File: src/rtl/ctrl_fifo_pkg.sv
// Shared constants, the serializer byte-index type and a clog2 helper
// for the inbound control-path FIFO.
package ctrl_fifo_pkg;

    localparam int BYTE_W         = 8;
    localparam int WORD_W         = 32;
    localparam int BYTES_PER_WORD = 4;

    typedef logic [1:0] byte_idx_t;

    localparam byte_idx_t LAST_BYTE = byte_idx_t'(BYTES_PER_WORD - 1);

    // Ceiling log2, used to derive pointer widths from DEPTH.
    function automatic int unsigned clog2(input int unsigned value);
        int unsigned result;
        result = 0;
        for (int unsigned v = value - 1; v > 0; v = v >> 1) begin
            result++;
        end
        return result;
    endfunction

endpackage

File: src/rtl/ctrl_if_fifo_if.sv
// Host-word / CPU-byte bus of the inbound control FIFO.
// slave: the FIFO itself; master: host writer plus CPU reader.
interface ctrl_if_fifo_if
    import ctrl_fifo_pkg::*;
#(
    parameter int DEPTH = 16
);
    localparam int ADDR_W = clog2(DEPTH);

    logic              flush;
    logic              wr;
    logic [WORD_W-1:0] wdata;
    logic              wrfull;
    logic [ADDR_W:0]   wrusedw;
    logic              rd;
    logic [BYTE_W-1:0] q;
    logic              rdempty;
    logic [7:0]        ovf_cnt;
    logic              udf;

    modport master (
        output flush, wr, wdata, rd,
        input  wrfull, wrusedw, q, rdempty, ovf_cnt, udf
    );

    modport slave (
        input  flush, wr, wdata, rd,
        output wrfull, wrusedw, q, rdempty, ovf_cnt, udf
    );

endinterface

File: src/rtl/ctrl_fifo_mem.sv
// Simple dual-port word store: synchronous write, asynchronous read.
module ctrl_fifo_mem
    import ctrl_fifo_pkg::*;
#(
    parameter int DEPTH  = 16,
    parameter int ADDR_W = 4
) (
    input  logic              clk,
    input  logic              we,
    input  logic [ADDR_W-1:0] waddr,
    input  logic [WORD_W-1:0] wdata,
    input  logic [ADDR_W-1:0] raddr,
    output logic [WORD_W-1:0] rdata
);

    logic [WORD_W-1:0] mem_q [DEPTH];

    // Write port: store the word at the write pointer.
    always_ff @(posedge clk) begin
        if (we) begin
            mem_q[waddr] <= wdata;
        end
    end

    assign rdata = mem_q[raddr];

endmodule

File: src/rtl/ctrl_if_fifo.sv
// Inbound control-path FIFO: 32-bit host words in, show-ahead
// little-endian byte stream out to the control CPU.
// Optional statistics (ovf_cnt, udf) enabled by CTRL_IF_FIFO_STATS_EN.
module ctrl_if_fifo
    import ctrl_fifo_pkg::*;
#(
    parameter int DEPTH = 16
) (
    input logic           clk,
    input logic           reset,
    ctrl_if_fifo_if.slave bus
);

    localparam int ADDR_W = clog2(DEPTH);
    localparam logic [ADDR_W:0]   CNT_DEPTH = (ADDR_W + 1)'(DEPTH);
    localparam logic [ADDR_W:0]   CNT_ONE   = (ADDR_W + 1)'(1);
    localparam logic [ADDR_W-1:0] PTR_ONE   = ADDR_W'(1);

    logic [ADDR_W-1:0] wptr_q, wptr_d;
    logic [ADDR_W-1:0] rptr_q, rptr_d;
    logic [ADDR_W:0]   count_q, count_d;
    logic [WORD_W-1:0] ser_data_q, ser_data_d;
    byte_idx_t         ser_idx_q, ser_idx_d;
    logic              ser_vld_q, ser_vld_d;

    logic              wrfull;
    logic              wr_accept;
    logic              pop;
    logic              load;
    logic [WORD_W-1:0] mem_rdata;
    logic [BYTE_W-1:0] sel_byte;

    assign wrfull = (count_q == CNT_DEPTH);

    ctrl_fifo_mem #(
        .DEPTH  (DEPTH),
        .ADDR_W (ADDR_W)
    ) u_mem (
        .clk   (clk),
        .we    (wr_accept),
        .waddr (wptr_q),
        .wdata (bus.wdata),
        .raddr (rptr_q),
        .rdata (mem_rdata)
    );

    // Next state for pointers, count and serializer; flush overrides all.
    // A pop of the last byte and a reload share one edge so a held rd
    // streams across word boundaries without a bubble.
    always_comb begin
        wptr_d     = wptr_q;
        rptr_d     = rptr_q;
        count_d    = count_q;
        ser_data_d = ser_data_q;
        ser_idx_d  = ser_idx_q;
        ser_vld_d  = ser_vld_q;
        wr_accept  = bus.wr && !wrfull && !bus.flush;
        pop        = bus.rd && ser_vld_q;
        load       = !bus.flush && (count_q != '0) &&
                     (!ser_vld_q || (pop && (ser_idx_q == LAST_BYTE)));
        if (bus.flush) begin
            wptr_d    = '0;
            rptr_d    = '0;
            count_d   = '0;
            ser_idx_d = '0;
            ser_vld_d = 1'b0;
        end else begin
            if (wr_accept) begin
                wptr_d = wptr_q + PTR_ONE;
            end
            if (load) begin
                rptr_d     = rptr_q + PTR_ONE;
                ser_data_d = mem_rdata;
                ser_idx_d  = '0;
                ser_vld_d  = 1'b1;
            end else if (pop) begin
                if (ser_idx_q == LAST_BYTE) begin
                    ser_vld_d = 1'b0;
                end else begin
                    ser_idx_d = ser_idx_q + byte_idx_t'(1);
                end
            end
            if (wr_accept && !load) begin
                count_d = count_q + CNT_ONE;
            end else if (!wr_accept && load) begin
                count_d = count_q - CNT_ONE;
            end
        end
    end

    // State registers with asynchronous reset.
    always_ff @(posedge clk or posedge reset) begin
        if (reset) begin
            wptr_q     <= '0;
            rptr_q     <= '0;
            count_q    <= '0;
            ser_data_q <= '0;
            ser_idx_q  <= '0;
            ser_vld_q  <= 1'b0;
        end else begin
            wptr_q     <= wptr_d;
            rptr_q     <= rptr_d;
            count_q    <= count_d;
            ser_data_q <= ser_data_d;
            ser_idx_q  <= ser_idx_d;
            ser_vld_q  <= ser_vld_d;
        end
    end

    // Little-endian byte select from the holding register.
    always_comb begin
        sel_byte = '0;
        case (ser_idx_q)
            2'd0:    sel_byte = ser_data_q[7:0];
            2'd1:    sel_byte = ser_data_q[15:8];
            2'd2:    sel_byte = ser_data_q[23:16];
            default: sel_byte = ser_data_q[31:24];
        endcase
    end

    assign bus.q       = ser_vld_q ? sel_byte : '0;
    assign bus.rdempty = !ser_vld_q;
    assign bus.wrfull  = wrfull;
    assign bus.wrusedw = count_q;

`ifdef CTRL_IF_FIFO_STATS_EN
    logic [7:0] ovf_cnt_q, ovf_cnt_d;
    logic       udf_q, udf_d;

    // Saturating drop counter and sticky underflow flag; flush clears both.
    always_comb begin
        ovf_cnt_d = ovf_cnt_q;
        udf_d     = udf_q;
        if (bus.flush) begin
            ovf_cnt_d = '0;
            udf_d     = 1'b0;
        end else begin
            if (bus.wr && wrfull && (ovf_cnt_q != '1)) begin
                ovf_cnt_d = ovf_cnt_q + 8'd1;
            end
            if (bus.rd && !ser_vld_q) begin
                udf_d = 1'b1;
            end
        end
    end

    // Statistics registers with asynchronous reset.
    always_ff @(posedge clk or posedge reset) begin
        if (reset) begin
            ovf_cnt_q <= '0;
            udf_q     <= 1'b0;
        end else begin
            ovf_cnt_q <= ovf_cnt_d;
            udf_q     <= udf_d;
        end
    end

    assign bus.ovf_cnt = ovf_cnt_q;
    assign bus.udf     = udf_q;
`else
    assign bus.ovf_cnt = '0;
    assign bus.udf     = 1'b0;
`endif

endmodule

File: src/flat_wrapper.sv
// flat-port wrapper written by rule: the top's interface ports become plain ports
module ctrl_if_fifo_flat import ctrl_fifo_pkg::*;
#(
    parameter int DEPTH = 16
)
  (clk, reset, bus_flush, bus_wr, bus_wdata, bus_rd, bus_wrfull, bus_wrusedw, bus_q, bus_rdempty, bus_ovf_cnt, bus_udf);
  ctrl_if_fifo_if #(.DEPTH(DEPTH)) bus_i ();
  input logic clk;
  input logic reset;
  input wire logic [$bits(bus_i.flush)-1:0] bus_flush;
  input wire logic [$bits(bus_i.wr)-1:0] bus_wr;
  input wire logic [$bits(bus_i.wdata)-1:0] bus_wdata;
  input wire logic [$bits(bus_i.rd)-1:0] bus_rd;
  output wire logic [$bits(bus_i.wrfull)-1:0] bus_wrfull;
  output wire logic [$bits(bus_i.wrusedw)-1:0] bus_wrusedw;
  output wire logic [$bits(bus_i.q)-1:0] bus_q;
  output wire logic [$bits(bus_i.rdempty)-1:0] bus_rdempty;
  output wire logic [$bits(bus_i.ovf_cnt)-1:0] bus_ovf_cnt;
  output wire logic [$bits(bus_i.udf)-1:0] bus_udf;
  assign bus_i.flush = bus_flush;
  assign bus_i.wr = bus_wr;
  assign bus_i.wdata = bus_wdata;
  assign bus_i.rd = bus_rd;
  assign bus_wrfull = bus_i.wrfull;
  assign bus_wrusedw = bus_i.wrusedw;
  assign bus_q = bus_i.q;
  assign bus_rdempty = bus_i.rdempty;
  assign bus_ovf_cnt = bus_i.ovf_cnt;
  assign bus_udf = bus_i.udf;
  ctrl_if_fifo #(.DEPTH(DEPTH)) u_core (.clk(clk), .reset(reset), .bus(bus_i));
endmodule
File: config.mk
export PLATFORM = sky130hd
export DESIGN_NAME = ctrl_if_fifo_flat
export DESIGN_NICKNAME = d
export VERILOG_FILES = /design/src/rtl/ctrl_fifo_pkg.sv /design/src/rtl/ctrl_if_fifo_if.sv /design/src/rtl/ctrl_fifo_mem.sv /design/src/rtl/ctrl_if_fifo.sv /design/src/flat_wrapper.sv
export SDC_FILE = /design/constraint.sdc
export NUM_CORES = 1
export LEC_CHECK = 0
export ABC_AREA = 1
export CORE_UTILIZATION = 39
export CTS_BUF_LIST = sky130_fd_sc_hd__clkbuf_4
export CTS_CLUSTER_SIZE = 10
export DETAILED_ROUTE_END_ITERATION = 6
export DONT_BUFFER_PORTS = 1
export MAX_ROUTING_LAYER = met4
export PLACE_DENSITY = 0.58
export SKIP_CTS_REPAIR_TIMING = 1
export SLEW_MARGIN = 20
export SYNTH_ARGS = -nofsm -noshare
export SYNTH_HDL_FRONTEND = slang
export SYNTH_SLANG_ARGS = --single-unit
File: constraint.sdc
create_clock -name clk -period 4.09 [get_ports clk]
set_input_delay 0.818 -clock clk [delete_from_list [all_inputs] [get_ports clk]]
set_output_delay 0.818 -clock clk [all_outputs]
set_load 0.05 [all_outputs]
==> impl_metrics.ini <==
[run_status]
status = completed

[worst_setup_path]
critPathArrivalTime_ns = 2.66
cp-start-kind = register
end_kind = primary output
required_ns = 3.27
critPathKind = register to primary output
crit_chain = ha_1, inv_1, o21ai_0, a31oi_1, buf_4
path_buf_inv = 2
regToRegStartpoint = u_core.bus.wrusedw[0]
path_max_fanout = 9
crit_family = buffers and inverters
startpoint = u_core.ser_idx_q[0]
slowest_stage = dfrtp_1
slowest_delay_ns = 0.44

[sta]
final.min_clock_period_ns = 3.477
clock_skew_ns = 0.05321
holdWs_ns = 0.04753
fin_crit_sh_pct = 85.01
setup_viol = 0
grt_setup_unrepaired = false
fin_ws_ns = 0.6131
tightest_slew_ns = 0.9652
slew_violations = 0
final_hold_viol_count = 0
fmax_mhz = 287.6
slew_headroom_pct = 35.65
fin_tns_setup_ns = 0

[logic_synthesis]
synthesis.area_per_instance_sq_um = 11.43
ys_types = 29
syn_inst = 2017
yosys_warnings = 0
synth_area_sq_um = 23040
ys_ff_latch = 560
ys_async_sr_fraction_pct = 8.571
synth-seq-area-share_pct = 71.93
synth-main-ff-cell = edfxtp_1
synth-edff-count = 512

[min_path]
hold_class = input pin to register
min_from = bus_flush

[layout]
nFillCells = 5334
multi_input_area_sq_um = 5842
final_cells = 2999
final_layout_size_suffix_gt1_share_pct = 13.65
final_common_cell = nand2_1
seqCellArea_sq_um = 16580
final_cell_mix = nand2_1 (818), edfxtp_1 (512), nand3_1 (401), clkbuf_4 (203), dfrtp_1 (45)
area_growth_pct = 13.24
final_nets = 2181

[die]
core_sq_um = 58030
rows = 88
die_area_sq_um = 60060
ios = 61
dieHeight_um = 245.1
initial_core_util_pct = 39.71
die_x_um = 245.1

[pwr]
p_leak_nw = 9.851
netSwitchingFraction_pct = 36.12
p_sw_mw = 5.862
seq_power_share_pct = 42.0
p_int_mw = 10.37
p_comb_share_pct = 28.7
p_total_mw = 16.23
p_per_area_nw_per_um2 = 621.9
vdd_ir_drop_max_v = 0.0004220
clockPowerShare_pct = 29.3

[placement]
port_buffers = 0
gp_congestion = 0.8680
dp.final_hpwl_um = 33180
dp_slack_ns = 1.186
dp.cells = 2713

[clock_tree]
clockBufferDepth = 3
cts.clk_slew.worst_paths_ns = 0.07
root_buffer = clkbuf_4
insertion_delay_ns = 0.96
cts_tree = yes
cts.sinks = 560
cts_buffers = 144
cts_max_level = 4

[detailed_routing]
num_vias = 15340
wirelength_um = 59380
wire_per_inst_um = 19.80
viasPerCell = 5.113
drc_errors = 0
antenna_left = 0
top_layer = met4
wl_met3_um = 4248
first_iter_violations = 1338
dr_wl_met2_um = 27470
dr.pass1.iters = 5
wl_met1_um = 26450

[global_route]
grt_pass1_wl_um = 90600
grt_max_degree = 106
grt_pass1_vias = 15130
groute.usage.overall_pct = 20.71
antenna_found_initial = 6
overflow = 0

[run]
cap_violations = 0
flip-flops by register name (all words and copies together) (netlist names):
name / flops
u_core.u_mem.mem_q: 512
u_core.ser_idx_q: 2
u_core.ser_data_q: 32
u_core.bus.wrusedw: 5
u_core.wptr_q: 4
u_core.rptr_q: 4
u_core.ser_vld_q: 1
tightest hold or removal path, stage by stage:
cell and delay (ns):
nor2_4 0.04, nand2_1 0.05, o21ai_0 0.06
cells in the mapped netlist, types with 2 or more instances:
| library cell | count | share of area [%] |
|---|---|---|
| buf_4 | 27 | 0.88 |
| edfxtp_1 | 512 | 67 |
| dfrtp_1 | 48 | 5.2 |
| nand2_2 | 3 | 0.081 |
| ha_1 | 14 | 0.76 |
| clkbuf_1 | 16 | 0.26 |
| buf_1 | 10 | 0.16 |
| inv_1 | 14 | 0.23 |
| nor3_1 | 6 | 0.13 |
| o21ai_0 | 11 | 0.24 |
| o21ai_1 | 4 | 0.087 |
| nand2_1 | 818 | 13 |
| xor2_1 | 3 | 0.11 |
| inv_2 | 4 | 0.065 |
| nand3_1 | 401 | 8.7 |
| a21oi_1 | 14 | 0.30 |
| buf_6 | 3 | 0.15 |
| nor2_4 | 2 | 0.098 |
| a31oi_1 | 8 | 0.22 |
| buf_2 | 71 | 1.5 |
| nor2_1 | 18 | 0.29 |
| nand3_2 | 3 | 0.13 |
kinds of logic after synthesis:
| family | synth area share (%) |
|---|---|
| and+or+nand+nor | 22.81 |
| DFF | 71.93 |
| buffers and inverters | 3.328 |
| AOI/OAI and AO/OA | 0.9502 |
| adders and majority gates | 0.8470 |
| xor gates and xnor gates | 0.1140 |
| other | 0.01627 |
metrics by stage:
stage	area [sq um]	utilization, %
2_1_floorplan	23070	-
3_3_place_gp	23930	41.24
3_5_place_dp	23930	41.24
4_1_cts	25730	44.34
5_1_grt	26100	44.97
6_report	26100	44.97
power groups by stage:
stage / clock network (mW) / logic, mW / registers, mW
6_report: 4.76 / 4.65 / 6.82
3_3_place_gp: 0 / 4.51 / 6.94
4_1_cts: 4.89 / 4.57 / 6.82
2_1_floorplan: 0 / 3.43 / 6.82
5_1_grt: 5.18 / 5.22 / 6.84
3_5_place_dp: 0 / 4.55 / 6.94
routing by layer:
metal | track usage [%] | vias up
met5 | - | -
li1 | - | 7276
met1 | 27.14 | 7400
met4 | 7.868 | 0
met2 | 30.97 | 571
met3 | 5.150 | 88
path summary, 6_finish.rpt:
check / end / slack [ns] / cells past startpoint
min in group asynchronous: u_core.wptr_q[2] / 0.30 / 2
min: u_core.wptr_q[0] / 0.05 / 3
min reg2reg: u_core.ser_data_q[28] / 0.49 / 2
max: bus_q[4] / 0.61 / 5
max reg2reg: u_core.u_mem.mem_q[13][30] / 1.17 / 7
max in group asynchronous: u_core.ser_data_q[2] / 2.98 / 3
layout make-up:
| cell class | instances | area share [%] |
|---|---|---|
| Multi-Input combinational cell | 1318 | 22.39 |
| Tap cell | 765 | 3.668 |
| Clock inverter | 41 | 1.050 |
| Antenna cell | 7 | 0.06713 |
| Sequential cell | 560 | 63.56 |
| Timing Repair Buffer | 85 | 3.117 |
| Inverter | 20 | 0.3165 |
| Clock buffer | 203 | 5.840 |
Power figures use the tool's default switching activity.
